`src/rtl/inst_encoder_pkg.sv`:
```
// Shared definitions for the RISC-V instruction assembler: format codes,
// common opcodes, the encoded-word bundle and an immediate range helper.
package inst_encoder_pkg;

  typedef enum logic [2:0] {
    InstFormat_R  = 3'd0,
    InstFormat_I  = 3'd1,
    InstFormat_S  = 3'd2,
    InstFormat_SB = 3'd3,
    InstFormat_U  = 3'd4,
    InstFormat_UJ = 3'd5
  } inst_fmt_e;

  localparam logic [6:0] OP_IMM = 7'h13;
  localparam logic [6:0] STORE  = 7'h23;
  localparam logic [6:0] BRANCH = 7'h63;
  localparam logic [6:0] LUI    = 7'h37;
  localparam logic [6:0] JAL    = 7'h6F;

  // One assembled instruction plus its error flag, as held in the pipeline.
  typedef struct packed {
    logic        err;
    logic [31:0] inst;
  } enc_word_t;

  // True when the 32-bit value is a sign extension of its low n bits,
  // i.e. it lies in -2^(n-1) .. 2^(n-1)-1.
  function automatic logic imm_fits(input logic [31:0] v, input int unsigned n);
    logic [31:0] hi_mask;
    hi_mask = ~((32'd1 << (n - 1)) - 32'd1);
    return ((v & hi_mask) == 32'd0) || ((v & hi_mask) == hi_mask);
  endfunction

endpackage

```
`src/rtl/inst_encoder_if.sv`:
```
// Field-bundle input stream and instruction output stream of the encoder.
//
// Both streams use strict valid/ready: a transfer happens on a rising edge
// where valid && ready; once valid is raised the payload is held stable and
// valid stays high until that transfer; ready may change freely and never
// depends combinationally on valid of the same stream.
interface inst_encoder_if;
  import inst_encoder_pkg::*;

  logic        in_valid;
  logic        in_ready;
  logic [2:0]  in_fmt;
  logic [6:0]  in_opcode;
  logic [4:0]  in_rd;
  logic [4:0]  in_rs1;
  logic [4:0]  in_rs2;
  logic [2:0]  in_funct3;
  logic [6:0]  in_funct7;
  logic [31:0] in_imm;

  logic        out_valid;
  logic        out_ready;
  logic [31:0] out_inst;
  logic        out_err;

  // Harness side: produces bundles, consumes instructions.
  modport master (
    output in_valid, in_fmt, in_opcode, in_rd, in_rs1, in_rs2,
           in_funct3, in_funct7, in_imm, out_ready,
    input  in_ready, out_valid, out_inst, out_err
  );

  // Encoder side.
  modport slave (
    input  in_valid, in_fmt, in_opcode, in_rd, in_rs1, in_rs2,
           in_funct3, in_funct7, in_imm, out_ready,
    output in_ready, out_valid, out_inst, out_err
  );
endinterface

```
`src/rtl/inst_encoder_field_pack.sv`:
```
// Combinational packer: scatters the immediate into the format-specific
// bit positions and flags out-of-range or misaligned immediates.
module inst_field_pack
  import inst_encoder_pkg::*;
(
  input  logic [2:0]  fmt_i,
  input  logic [6:0]  opcode_i,
  input  logic [4:0]  rd_i,
  input  logic [4:0]  rs1_i,
  input  logic [4:0]  rs2_i,
  input  logic [2:0]  funct3_i,
  input  logic [6:0]  funct7_i,
  input  logic [31:0] imm_i,
  output enc_word_t   word_o
);

  logic [31:0] inst;
  logic        err;

  // Pack by format; an erroneous bundle yields an all-zero word.
  always_comb begin
    inst = 32'h0;
    err  = 1'b0;
    case (fmt_i)
      InstFormat_R: begin
        inst = {funct7_i, rs2_i, rs1_i, funct3_i, rd_i, opcode_i};
      end
      InstFormat_I: begin
        inst = {imm_i[11:0], rs1_i, funct3_i, rd_i, opcode_i};
        err  = !imm_fits(imm_i, 12);
      end
      InstFormat_S: begin
        inst = {imm_i[11:5], rs2_i, rs1_i, funct3_i, imm_i[4:0], opcode_i};
        err  = !imm_fits(imm_i, 12);
      end
      InstFormat_SB: begin
        inst = {imm_i[12], imm_i[10:5], rs2_i, rs1_i, funct3_i,
                imm_i[4:1], imm_i[11], opcode_i};
        err  = !imm_fits(imm_i, 13) || imm_i[0];
      end
      InstFormat_U: begin
        inst = {imm_i[31:12], rd_i, opcode_i};
        err  = |imm_i[11:0];
      end
      InstFormat_UJ: begin
        inst = {imm_i[20], imm_i[10:1], imm_i[11], imm_i[19:12], rd_i, opcode_i};
        err  = !imm_fits(imm_i, 21) || imm_i[0];
      end
      default: begin
        err = 1'b1;
      end
    endcase
    if (err) inst = 32'h0;
    word_o = '{err: err, inst: inst};
  end

endmodule

```
`src/rtl/inst_encoder.sv`:
```
// Streaming instruction assembler: packer, output register backed by a
// one-word skid entry, and saturating delivery/error counters.
module inst_encoder
  import inst_encoder_pkg::*;
#(
  parameter int CNT_W = 16
) (
  input  logic             clk,
  input  logic             rst_n,
  inst_encoder_if.slave    bus,
  input  logic             clear_counts,
  output logic [CNT_W-1:0] enc_count,
  output logic [CNT_W-1:0] err_count
);

  enc_word_t        pack_word;
  logic             out_valid_q, out_valid_d;
  enc_word_t        out_word_q, out_word_d;
  logic             skid_valid_q, skid_valid_d;
  enc_word_t        skid_word_q, skid_word_d;
  logic             in_ready_q, in_ready_d;
  logic [CNT_W-1:0] enc_cnt_q, enc_cnt_d;
  logic [CNT_W-1:0] err_cnt_q, err_cnt_d;
  logic             accept;
  logic             drain;

  inst_field_pack u_pack (
    .fmt_i    (bus.in_fmt),
    .opcode_i (bus.in_opcode),
    .rd_i     (bus.in_rd),
    .rs1_i    (bus.in_rs1),
    .rs2_i    (bus.in_rs2),
    .funct3_i (bus.in_funct3),
    .funct7_i (bus.in_funct7),
    .imm_i    (bus.in_imm),
    .word_o   (pack_word)
  );

  assign accept = bus.in_valid && in_ready_q;
  assign drain  = out_valid_q && bus.out_ready;

  // Output register refills from the skid entry first, then from the packer;
  // a new word arriving while the output is stalled parks in the skid entry.
  // in_ready is registered from the next skid occupancy so it never sees
  // out_ready combinationally.
  always_comb begin
    out_valid_d  = out_valid_q;
    out_word_d   = out_word_q;
    skid_valid_d = skid_valid_q;
    skid_word_d  = skid_word_q;
    if (!out_valid_q || drain) begin
      if (skid_valid_q) begin
        out_valid_d  = 1'b1;
        out_word_d   = skid_word_q;
        skid_valid_d = 1'b0;
      end else if (accept) begin
        out_valid_d = 1'b1;
        out_word_d  = pack_word;
      end else begin
        out_valid_d = 1'b0;
      end
    end else if (accept) begin
      skid_valid_d = 1'b1;
      skid_word_d  = pack_word;
    end
    in_ready_d = !skid_valid_d;
  end

  // Counters advance on the output handshake, saturate, and clear wins.
  always_comb begin
    enc_cnt_d = enc_cnt_q;
    err_cnt_d = err_cnt_q;
    if (clear_counts) begin
      enc_cnt_d = '0;
      err_cnt_d = '0;
    end else if (drain) begin
      if (enc_cnt_q != '1) enc_cnt_d = enc_cnt_q + CNT_W'(1);
      if (out_word_q.err && (err_cnt_q != '1)) err_cnt_d = err_cnt_q + CNT_W'(1);
    end
  end

  // State registers; in_ready rises on the first edge after reset release.
  always_ff @(posedge clk or negedge rst_n) begin
    if (!rst_n) begin
      out_valid_q  <= 1'b0;
      out_word_q   <= '0;
      skid_valid_q <= 1'b0;
      skid_word_q  <= '0;
      in_ready_q   <= 1'b0;
      enc_cnt_q    <= '0;
      err_cnt_q    <= '0;
    end else begin
      out_valid_q  <= out_valid_d;
      out_word_q   <= out_word_d;
      skid_valid_q <= skid_valid_d;
      skid_word_q  <= skid_word_d;
      in_ready_q   <= in_ready_d;
      enc_cnt_q    <= enc_cnt_d;
      err_cnt_q    <= err_cnt_d;
    end
  end

  assign bus.in_ready  = in_ready_q;
  assign bus.out_valid = out_valid_q;
  assign bus.out_inst  = out_word_q.inst;
  assign bus.out_err   = out_word_q.err;
  assign enc_count     = enc_cnt_q;
  assign err_count     = err_cnt_q;

endmodule

```
`src/flat_wrapper.sv`:
```
// flat-port wrapper written by rule: the top's interface ports become plain ports
module inst_encoder_flat import inst_encoder_pkg::*;
#(
  parameter int CNT_W = 16
)
  (clk, rst_n, clear_counts, enc_count, err_count, bus_in_valid, bus_in_fmt, bus_in_opcode, bus_in_rd, bus_in_rs1, bus_in_rs2, bus_in_funct3, bus_in_funct7, bus_in_imm, bus_out_ready, bus_in_ready, bus_out_valid, bus_out_inst, bus_out_err);
  inst_encoder_if bus_i ();
  input  logic clk;
  input  logic rst_n;
  input  logic clear_counts;
  output logic [CNT_W-1:0] enc_count;
  output logic [CNT_W-1:0] err_count;
  input wire logic [$bits(bus_i.in_valid)-1:0] bus_in_valid;
  input wire logic [$bits(bus_i.in_fmt)-1:0] bus_in_fmt;
  input wire logic [$bits(bus_i.in_opcode)-1:0] bus_in_opcode;
  input wire logic [$bits(bus_i.in_rd)-1:0] bus_in_rd;
  input wire logic [$bits(bus_i.in_rs1)-1:0] bus_in_rs1;
  input wire logic [$bits(bus_i.in_rs2)-1:0] bus_in_rs2;
  input wire logic [$bits(bus_i.in_funct3)-1:0] bus_in_funct3;
  input wire logic [$bits(bus_i.in_funct7)-1:0] bus_in_funct7;
  input wire logic [$bits(bus_i.in_imm)-1:0] bus_in_imm;
  input wire logic [$bits(bus_i.out_ready)-1:0] bus_out_ready;
  output wire logic [$bits(bus_i.in_ready)-1:0] bus_in_ready;
  output wire logic [$bits(bus_i.out_valid)-1:0] bus_out_valid;
  output wire logic [$bits(bus_i.out_inst)-1:0] bus_out_inst;
  output wire logic [$bits(bus_i.out_err)-1:0] bus_out_err;
  assign bus_i.in_valid = bus_in_valid;
  assign bus_i.in_fmt = bus_in_fmt;
  assign bus_i.in_opcode = bus_in_opcode;
  assign bus_i.in_rd = bus_in_rd;
  assign bus_i.in_rs1 = bus_in_rs1;
  assign bus_i.in_rs2 = bus_in_rs2;
  assign bus_i.in_funct3 = bus_in_funct3;
  assign bus_i.in_funct7 = bus_in_funct7;
  assign bus_i.in_imm = bus_in_imm;
  assign bus_i.out_ready = bus_out_ready;
  assign bus_in_ready = bus_i.in_ready;
  assign bus_out_valid = bus_i.out_valid;
  assign bus_out_inst = bus_i.out_inst;
  assign bus_out_err = bus_i.out_err;
  inst_encoder #(.CNT_W(CNT_W)) u_core (.clk(clk), .rst_n(rst_n), .bus(bus_i), .clear_counts(clear_counts), .enc_count(enc_count), .err_count(err_count));
endmodule
```
`config.mk`:
```
export PLATFORM = sky130hd
export DESIGN_NAME = inst_encoder_flat
export DESIGN_NICKNAME = d
export VERILOG_FILES = /design/src/rtl/inst_encoder_pkg.sv /design/src/rtl/inst_encoder_if.sv /design/src/rtl/inst_encoder_field_pack.sv /design/src/rtl/inst_encoder.sv /design/src/flat_wrapper.sv
export SDC_FILE = /design/constraint.sdc
export NUM_CORES = 1
export LEC_CHECK = 0
export ABC_AREA = 1
export CAP_MARGIN = 20
export CORE_MARGIN = 3
export CORE_UTILIZATION = 47
export CTS_CLUSTER_DIAMETER = 80
export CTS_CLUSTER_SIZE = 40
export DETAILED_ROUTE_END_ITERATION = 7
export PLACE_DENSITY = 0.76
export SLEW_MARGIN = 20
export SYNTH_ARGS = -nofsm -noshare
export SYNTH_HDL_FRONTEND = slang
export SYNTH_SLANG_ARGS = --single-unit
```
`constraint.sdc`:
```
create_clock -name clk -period 2.65 [get_ports clk]
set_input_delay 0.3975 -clock clk [delete_from_list [all_inputs] [get_ports clk]]
set_output_delay 0.3975 -clock clk [all_outputs]
set_load 0.005 [all_outputs]
```
# [Word-level counts from Yosys, hierarchy flattened]
# Cells that the tools add are included.
[totals] ff_bits=101 output_inout_bits=67
[op_classes] n_addsub=2 eq_ne=10 n_mux=15 n_bitwise=1 reduce_logical=28
[ops] operator="case mux 32 bit (6 select lines)" count=1
[ops] operator="zero test 32 bit" count=3
[ops] operator="2-to-1 mux 16 bit" count=6
[ops] operator="2-to-1 mux 33 bit" count=2
[ops] operator="adder 16 x 1 -> 16 bit, second input constant" count=2
[ops] operator="2-to-1 mux 32 bit" count=1
[ops] operator="!= test 16 bit, second input constant" count=2
[ops] operator="equality test 21 bit, second input constant" count=1
[ops] operator="equality test 20 bit, second input constant" count=1
[ops] operator="equality test 12 bit, second input constant" count=1
[ops] operator="OR reduction 12 bit" count=1
[ops] operator="AND reduction 2 bit" count=4
[ops] operator="nonzero test 2 bit" count=4
[ops] operator="equality test 3 x 2 -> 1 bit, second input constant" count=2
[ops] operator="equality test 3 bit, second input constant" count=2
[ops] operator="logical OR 1 bit" count=6
[ops] operator="zero test 1 bit" count=5
[ops] operator="case mux 1 bit (5 select lines)" count=1
[ops] operator="2-to-1 mux 1 bit" count=4
[ops] operator="equality test 3 x 1 -> 1 bit, second input constant" count=1
[ops] operator="logical AND 1 bit" count=3
[ops] operator="zero test 3 bit" count=1
[ops] operator="OR reduction 2 bit" count=1
[ops] operator="inverter 1 bit" count=1

# [Longest topological paths before layout]
# Gate-level depths: netlist of run 1.
[depth] depth_word=8 depth_mapped=14 depth_no_buf=13

# [Hierarchy]
# A second synthesis of run 1 with hierarchy kept.
[hier_totals] cells_unflattened=793 area_unflattened_um2=5954.5
[modules_own_cells] mod="inst_encoder" n_inst=1 cells_each=555 area_per_inst_um2=4906.0 seq_area_each_um2=2527.4
[modules_own_cells] mod="inst_field_pack" n_inst=1 cells_each=238 area_per_inst_um2=1048.5 seq_area_each_um2=0.0

# [Worst setup path after synthesis of run 1]
# No wires, ideal clock.
[synth_timing] path_kind="register to register" start="register u_core.enc_cnt_q[0], in the netlist u_core.enc_count[0]" end="register u_core.enc_cnt_q[15], in the netlist u_core.enc_count[15]" setup_time_ns=0.118 t_arrival_ns=1.683 required_ns=2.532 path_slack_ns=0.849 stages_incl_launch_ff=10 n_path_buf=1 period_less_slack_ns=1.801 path_cell_list="dfrtp_1 ha_1 nand2_1 nor3_2 nand3_1 o21ai_2 nand2_2 buf_2 nand3_1 nand2_1"
[synth_via] elab_chain_len=4
[synth_lines] item="start: declaration" line="inst_encoder.sv:22" source="logic [CNT_W-1:0] enc_cnt_q, enc_cnt_d;"
[synth_lines] item="start signal: assignment" line="inst_encoder.sv:98" source="enc_cnt_q <= enc_cnt_d;"
[synth_lines] item="adder 16 x 1 -> 16 bit" line="inst_encoder.sv:77" source="if (enc_cnt_q != '1) enc_cnt_d = enc_cnt_q + CNT_W'(1);"
[synth_lines] item="2-to-1 mux 16 bit" line="inst_encoder.sv:77"
[synth_lines] item="2-to-1 mux 16 bit" line="inst_encoder.sv:76" source="end else if (drain) begin"
[synth_lines] item="2-to-1 mux 16 bit" line="inst_encoder.sv:73" source="if (clear_counts) begin"
# Several ways; a longest one is shown, not always the timed one. The select of a mux whose other input is x is not followed.
# A chain may end at the register's enable or synchronous reset.

# [Final worst setup path of run 1]
[layout_timing] start="register u_core.enc_cnt_q[0], in the netlist u_core.enc_count[0]" end="register u_core.enc_cnt_q[14], in the netlist u_core.enc_count[14]"
# Same word-level chain as after synthesis.

==> out/results.ini, run 1 <==
[placement]
routabilityCongestion = 1.00
hpwl_um = 11000
numPortBuffers = 138

[clock_network]
postCtsSetupBuffers = 0
clock_sink_count = 101
cts_tree = built
htreeDepth = 3
clock_latency_ps = 340
numCtsBuffers = 9
clockRootBuffer = clkbuf_16
clk_pin_slew_ps = 70
cts_buffer_depth = 2

[final_layout]
seq_area_um2 = 2530
fin_nets = 1032
final_common_cell = nand2_1
layout.cells.most_common_list = 302 x nand2_1, 137 x clkdlybuf4s50_1, 113 x nor2_1
area_growth_pct = 32.1
fillers = 1072
multi_input_area_um2 = 3010
drive_gt1_frac = 0.0873
diodes = 0

[grt]
grt_pass1_vias = 5277
grt_max_degree = 71
grt.busiest_layer = met2
grt_antenna_before_repair = 0
met1_usage = 0.319
track_usage = 0.220
met3_usage = 0.0407
overflow = 0
use_met2 = 0.345
grt_pass1_wl_um = 25700

[worst_setup_path]
critPathCaptureType = flop
worstPathArrival_ps = 2400
critical_path_class = reg2reg
path_max_fanout = 14
start_kind = flop
crit_required_ps = 2890

[timing]
tns_ps = 0
hold_slack_ps = 480
fin_crit_sh = 0.816
worst_slew_pin_slew_ps = 556
drv_slew = 0
period_minus_slack_ps = 2160
slew_headroom = 0.626
fin_skew_ps = 9.93
finalHoldViolCount = 0
max_freq_ghz = 0.462
setup_viol = 0
rsz0062_at_grt = no

[synth]
synth.cell_area_um2 = 5930
postSynthCellCount = 827
ys.flop_type = dfrtp_1
yosys_warnings = 0
syn_avg_cell_area_um2 = 7.17
ys_async_sr_fraction = 1.00
ys_types = 36
ys_seq_area_frac = 0.426
syn-num-nets = 901
synth_edf_count = 0
ys_seq_elements = 101

[route]
routed_wirelength_um = 15200
first_iter_violations = 473
via_per_inst = 5.12
num_vias = 5780
wl_per_cell_um = 13.4
drc = 0
firstDrtPassIters = 4
ant_nets = 0

[floorplan]
initial_utilization = 0.488
num_rows = 40
core_um2 = 12200
die_y_um = 118
dieWidth_um = 118
ioPinCount = 139
die_area_um2 = 14000

[outcome]
status = finished clean

[min_path]
hold_class = reg2reg

[power_and_ir_drop]
power.leakage_nw = 3.67
irDropWorstVdd_mv = 0.332
powerDensity_nw_per_um2 = 553

[run]
max-cap-violations = 0

worst max-delay path: stages, from the launching register on:
cell	delay (ps)
dfrtp_1	450
ha_1	230
nand2_1	90
nor3_2	290
nand3_1	140
o21ai_2	280
nand2_2	250
inv_2	190
nand2_1	70
o31ai_1	70
kinds of logic (layout without fill, tap and decap cells):
family,Yosys count,in the layout,synth area share
adders and majority gates,2,2,0.00422
xor gates and xnor gates,14,14,0.0207
AOI/OAI and AO/OA,92,92,0.0926
buffers and inverters,93,228,0.0679
DFF,101,101,0.426
and+or+nand+nor,525,525,0.389
power breakdown:
| group | internal (W) | switching [W] | leakage, nW |
|---|---|---|---|
| logic | 0.000555 | 0.000567 | 2.17 |
| registers | 0.00176 | 0.000136 | 1.35 |
| clock network | 0.000737 | 0.000580 | 0.147 |
final timing paths:
check                                        from                endpoint  slack (ps)  cells after the start
max                           u_core.enc_count[0]    u_core.enc_count[14]         490                      9
min                        u_core.bus.out_inst[3]  u_core.bus.out_inst[3]         480                      2
max reg2reg                   u_core.enc_count[0]    u_core.enc_count[14]         490                      9
min reg2reg                u_core.bus.out_inst[3]  u_core.bus.out_inst[3]         480                      2
max in group asynchronous                   rst_n     u_core.bus.in_ready        1410                      3
min in group asynchronous                   rst_n     u_core.err_count[8]         540                      2
cells in the mapped netlist, types with 6 or more instances:
| cell | n | area (µm²) |
|---|---|---|
| o21ai_1 | 44 | 220 |
| inv_1 | 51 | 191 |
| nand3_1 | 35 | 175 |
| nand2_1 | 302 | 1130 |
| nand2_2 | 6 | 37.5 |
| nor2_1 | 113 | 424 |
| o31ai_1 | 11 | 82.6 |
| nand3_2 | 29 | 290 |
| nand4_1 | 16 | 100 |
| xor2_1 | 12 | 105 |
| nor3_1 | 15 | 75.1 |
| inv_2 | 8 | 30.0 |
| o211ai_1 | 7 | 52.6 |
| a21oi_1 | 7 | 35.0 |
| clkbuf_1 | 17 | 63.8 |
| o21ai_0 | 11 | 55.1 |
| buf_6 | 6 | 67.6 |
| dfrtp_1 | 101 | 2530 |
routing by layer:
metal / vias up / wire (µm)
met4: 0 / 165
met1: 2650 / 7230
li1: 2929 / -
met5: - / 0
met3: 17 / 776
met2: 184 / 7020
registers in the layout, summed over array words and instances, names as in the netlist:
name,flops
u_core.err_count,16
u_core.bus.out_inst,32
u_core.skid_word_q,33
u_core.bus.in_ready,1
u_core.bus.out_valid,1
u_core.enc_count,16
u_core.skid_valid_q,1
u_core.bus.out_err,1
what timing repair did:
item                                   4_1_cts  5_1_grt
hold buffers                                 1        0
gates resized for setup                      0        0
endpoints found under the hold margin        1        0
through the flow:
stage	total power, W	utilization	instance area, µm²	cells	worst slack [ps]
3_5_place_dp	0.00304	0.619	7530	1114	246
3_3_place_gp	0.00303	0.619	7530	1114	284
5_1_grt	0.00458	0.644	7840	1130	246
6_report	0.00433	0.644	7840	1130	486
2_1_floorplan	0.00244	-	5930	827	849
4_1_cts	0.00438	0.644	7840	1130	501
final cells by class:
type | instances | share of cell area
clock buffers | 9 | 0.0287
clock inverters | 6 | 0.00894
inverters | 60 | 0.0287
multi-input cells | 633 | 0.384
flip-flops and latches | 101 | 0.323
well taps | 168 | 0.0268
repair buffers | 153 | 0.200
No activity file was read; power rests on OpenSTA's default activity.
==> run 2: changes to the inputs <==
==> constraint.sdc (replaced) <==
create_clock -name clk -period 2 [get_ports clk]
set_input_delay 0.3 -clock clk [delete_from_list [all_inputs] [get_ports clk]]
set_output_delay 0.3 -clock clk [all_outputs]
set_load 0.005 [all_outputs]
==> out/results.ini, run 2 (synthesis results as in run 1) <==
[outcome]
status = finished clean

[worst_setup_path]
crit_required_ps = 2230
critical_path_class = reg2reg
slowest_delay_ps = 460
path_max_fanout = 6
r2r_end = u_core.enc_count[7]
r2r_cells = 9
rr_startpoint = u_core.enc_count[0]
cpMaxStageDelayCell = dfrtp_1
worstPathCellList = ha_1, nand2_1, nor3_2, nand3_1, o21ai_2, buf_4, inv_1, nand4_1, o21ai_1
critPathLaunch = u_core.enc_count[0]
ff2ff_setup_slack_ps = 190
cp_top_family = simple AND/OR/NAND/NOR gates
critPathCaptureType = flop
worst-path-stages = 9
start_kind = flop
crit_path_end = u_core.enc_count[7]
worstPathArrival_ps = 2040
cp_num_buf_inv = 2

[timing]
slew_headroom = 0.627
max_freq_ghz = 0.554
fin_skew_ps = 8.76
worst_slew_pin_slew_ps = 555
hold_slack_ps = 448
setup_slack_ps = 195
rsz0062_at_grt = no
fin_crit_sh = 0.903
drv_slew = 0
finalHoldViolCount = 0
period_minus_slack_ps = 1810
setup_viol = 0

[floorplan]
die_area_um2 = 14000
die_y_um = 118
num_rows = 40
ioPinCount = 139
initial_utilization = 0.488
dieWidth_um = 118
core_um2 = 12200

[power_and_ir_drop]
swShare = 0.305
pwr-share-comb = 0.271
irDropWorstVdd_mv = 0.490
p_clk_frac = 0.289
seqPwrFrac = 0.439
p_int_w = 0.00398
p_sw_w = 0.00175
power.leakage_nw = 3.87
powerDensity_nw_per_um2 = 703

[placement]
hpwl_um = 11500
routabilityCongestion = 0.887
numPortBuffers = 138
place_ws_ps = -134

[clock_network]
clk_pin_slew_ps = 70
clock_sink_count = 101
numCtsBuffers = 9
cts_buffer_depth = 2
clockRootBuffer = clkbuf_16
postCtsSetupBuffers = 0
htreeDepth = 3
cts_tree = built
clock_latency_ps = 340

[final_layout]
max_flop_register = u_core.skid_word_q
drive_gt1_frac = 0.128
largest_register_ffs = 33
final_common_cell = nand2_1
area_growth_pct = 37.3
diodes = 0
layout.cells.most_common_list = 302 x nand2_1, 137 x clkdlybuf4s50_1, 113 x nor2_1
fin_nets = 1076

[grt]
grt_antenna_before_repair = 0
track_usage = 0.221
grt_pass1_vias = 5468
grt_max_degree = 52
overflow = 0
grt_pass1_wl_um = 25900

[route]
ant_nets = 0
num_vias = 5843
firstDrtPassIters = 6
via_per_inst = 4.97
first_iter_violations = 429
drc = 0
routed_wirelength_um = 15200
wl_per_cell_um = 13.0

[min_path]
hold_class = in2async

[run]
max-cap-violations = 0

[run 2: routing by layer]
layer,GRT usage,up-vias,share of wire
met5,0,-,0
met4,0.0484,0,0.0097
met3,0.0474,15,0.055
met2,0.349,161,0.46
met1,0.313,2656,0.47
li1,-,3011,-
[run 2: worst reg2reg max path: cells and delay by family, from the launching register on]
family | cells | cell delay [ps]
compound gates | 2 | 260
flops | 1 | 460
buf+inv | 2 | 280
simple gates | 4 | 480
fa+ha+maj | 1 | 230
[run 2: repair_timing]
item / CTS / global route
hold buffers: 1 / 0
endpoints found under the setup margin: 0 / 1
endpoints found under the hold margin: 29 / 0
resized for setup: 0 / 1
[run 2: worst min-delay path by stage]
| stage | start | endpoint | slack, ps | cells after the start |
|---|---|---|---|---|
| after floorplan | rst_n | u_core.bus.in_ready | 4 | 0 |
| after global placement | rst_n | u_core.err_count[1] | 280 | 1 |
| after detailed placement | rst_n | u_core.err_count[3] | 280 | 1 |
| after CTS | rst_n | u_core.err_count[3] | 460 | 2 |
| after global routing | rst_n | u_core.bus.out_inst[25] | 470 | 2 |
| final | rst_n | u_core.bus.out_inst[25] | 450 | 2 |
[run 2: metrics by stage]
| stage | std cells | power [W] | setup TNS, ps | util | instance area [µm²] |
|---|---|---|---|---|---|
| after global routing | 1175 | 0.00607 | 0 | 0.670 | 8140 |
| after global placement | 1158 | 0.00408 | -3100 | 0.645 | 7850 |
| after detailed placement | 1158 | 0.00410 | -4530 | 0.645 | 7850 |
| after floorplan | 827 | 0.00323 | 0 | - | 5930 |
| final | 1175 | 0.00572 | 0 | 0.670 | 8140 |
| after CTS | 1175 | 0.00578 | 0 | 0.669 | 8140 |
[run 2: area by class of cell]
cell class	instances	area, µm²
well taps	168	210
fillers	1090	4020
clock buffers	9	225
clock inverters	7	56.3
repair buffers	197	1890
multi-input cells	633	3010
inverters	60	225
flip-flops and latches	101	2530
[run 2: power groups by stage]
| stage | Clock (W) | Sequential (W) | Combinational [W] |
|---|---|---|---|
| finish | 0.00166 | 0.00251 | 0.00155 |
| global route | 0.00178 | 0.00255 | 0.00173 |
| CTS | 0.00170 | 0.00251 | 0.00157 |
| detailed placement | 0 | 0.00254 | 0.00156 |
| global placement | 0 | 0.00254 | 0.00154 |
| floorplan | 0 | 0.00252 | 0.000709 |
==> run 3: changes to the inputs <==
--- a/config.mk
+++ b/config.mk
@@ -9,6 +9,7 @@
 export CAP_MARGIN = 20
 export CORE_MARGIN = 3
 export CORE_UTILIZATION = 47
+export CTS_BUF_LIST = sky130_fd_sc_hd__clkbuf_4 sky130_fd_sc_hd__clkbuf_8
 export CTS_CLUSTER_DIAMETER = 80
 export CTS_CLUSTER_SIZE = 40
 export DETAILED_ROUTE_END_ITERATION = 7
==> out/results.ini, run 3 (synthesis results as in run 1) <==
[outcome]
status = finished clean

[worst_setup_path]
cp_top_family = simple AND/OR/NAND/NOR gates
critical_path_class = reg2reg
cpMaxStageDelayCell = dfrtp_2
r2r_end = u_core.enc_count[10]
worst-path-stages = 10
cp_num_buf_inv = 0
worstPathCellList = ha_1, nand2_1, nor3_2, nand3_1, o21ai_2, nand2_2, nand3_1, nand2_1, nand2_1, nor2_1
critPathCaptureType = flop
r2r_cells = 10
critPathLaunch = u_core.enc_count[0]
ff2ff_setup_slack_ps = 220
slowest_delay_ps = 430
worstPathArrival_ps = 2040
crit_top_cell = nand2_1
path_max_fanout = 14
crit_path_end = u_core.enc_count[10]
rr_startpoint = u_core.enc_count[0]
crit_required_ps = 2260
start_kind = flop

[placement]
routabilityCongestion = 0.887
hpwl_um = 11500
placed_cells = 1158
place_area_um2 = 7850
numPortBuffers = 138

[min_path]
hold_class = in2async

[final_layout]
fin_area_um2 = 8040
final_common_cell = nand2_1
fin_cells = 1175
diodes = 0
area_growth_pct = 35.5
fillers = 1112
fin_nets = 1076
max_flop_register = u_core.skid_word_q
seq_area_um2 = 2530
multi_input_area_um2 = 3010
largest_register_ffs = 33
layout.cells.most_common_list = 302 x nand2_1, 137 x clkdlybuf4s50_1, 113 x nor2_1
drive_gt1_frac = 0.129

[route]
first_iter_violations = 528
num_vias = 5820
dr.max_layer_used = met4
firstDrtPassIters = 5
routed_wirelength_um = 15200
drc = 0
wl_met1_um = 7160
ant_nets = 0
wl_met3_um = 842
via_per_inst = 4.95
wl_per_cell_um = 12.9
wl_met2_um = 7040

[grt]
grt_antenna_before_repair = 0
grt_max_degree = 52
track_usage = 0.218
grt_pass1_wl_um = 25600
grt_pass1_vias = 5424
overflow = 0

[timing]
tns_ps = 0
fin_crit_sh = 0.891
rsz0062_at_grt = no
worst_slew_pin_slew_ps = 553
setup_viol = 0
fin_skew_ps = 12.9
drv_slew = 0
max_freq_ghz = 0.561
period_minus_slack_ps = 1780
hold_slack_ps = 423
slew_headroom = 0.628
finalHoldViolCount = 0

[floorplan]
initial_utilization = 0.488
dieWidth_um = 118
core_um2 = 12200
num_rows = 40
die_area_um2 = 14000
die_y_um = 118
ioPinCount = 139

[power_and_ir_drop]
powerDensity_nw_per_um2 = 656
irDropWorstVdd_mv = 0.472
power.leakage_nw = 3.81

[clock_network]
postCtsSetupBuffers = 0
clock_latency_ps = 360
clk_pin_slew_ps = 110
cts_tree = built
clockRootBuffer = clkbuf_8
numCtsBuffers = 9
cts_buffer_depth = 2
clock_sink_count = 101
htreeDepth = 3

[run]
max-cap-violations = 0

==> run 3: cell counts in the layout (fill, tap and decap cells not counted) <==
Identical to the previous run, type by type.
==> run 3: worst min-delay path by stage <==
stage                     start                 endpoint  slack, ps
after floorplan           rst_n      u_core.bus.in_ready          4
after global placement    rst_n      u_core.err_count[1]        280
after detailed placement  rst_n      u_core.err_count[3]        280
after CTS                 rst_n      u_core.err_count[3]        420
after global routing      rst_n  u_core.bus.out_inst[28]        440
final                     rst_n  u_core.bus.out_inst[25]        420
==> run 3: timing repair <==
| item | in CTS | in global routing |
|---|---|---|
| endpoints found under the hold margin | 29 | 0 |
| resized for setup | 0 | 1 |
| endpoints found under the setup margin | 0 | 2 |
| hold buffers | 1 | 0 |
==> run 3: area by class of cell <==
cell class              count  share of cell area
multi-input cells         633               0.374
flip-flops and latches    101               0.315
repair buffers            197               0.235
inverters                  60              0.0280
well taps                 168              0.0261
clock buffers               9              0.0154
clock inverters             7             0.00700
==> run 3: routing by layer <==
metal | global-route usage | vias to the layer above
met1 | 0.310 | 2631
met4 | 0.0432 | 0
met2 | 0.348 | 165
met3 | 0.0445 | 12
li1 | - | 3012
met5 | 0 | -
==> run 3: stage by stage <==
stage	total power (W)	utilization	setup slack (ps)
after CTS	0.00534	0.661	169
final	0.00527	0.661	218
after global routing	0.00562	0.661	2.16
after floorplan	0.00323	-	199
after detailed placement	0.00410	0.645	-134
after global placement	0.00408	0.645	-95.2
==> run 3: power by group <==
| group | total, W | internal, W | switching (W) |
|---|---|---|---|
| registers | 0.00251 | 0.00232 | 0.000187 |
| logic | 0.00155 | 0.000790 | 0.000757 |
| clock network | 0.00121 | 0.000468 | 0.000747 |
| total | 0.00527 | 0.00358 | 0.00169 |
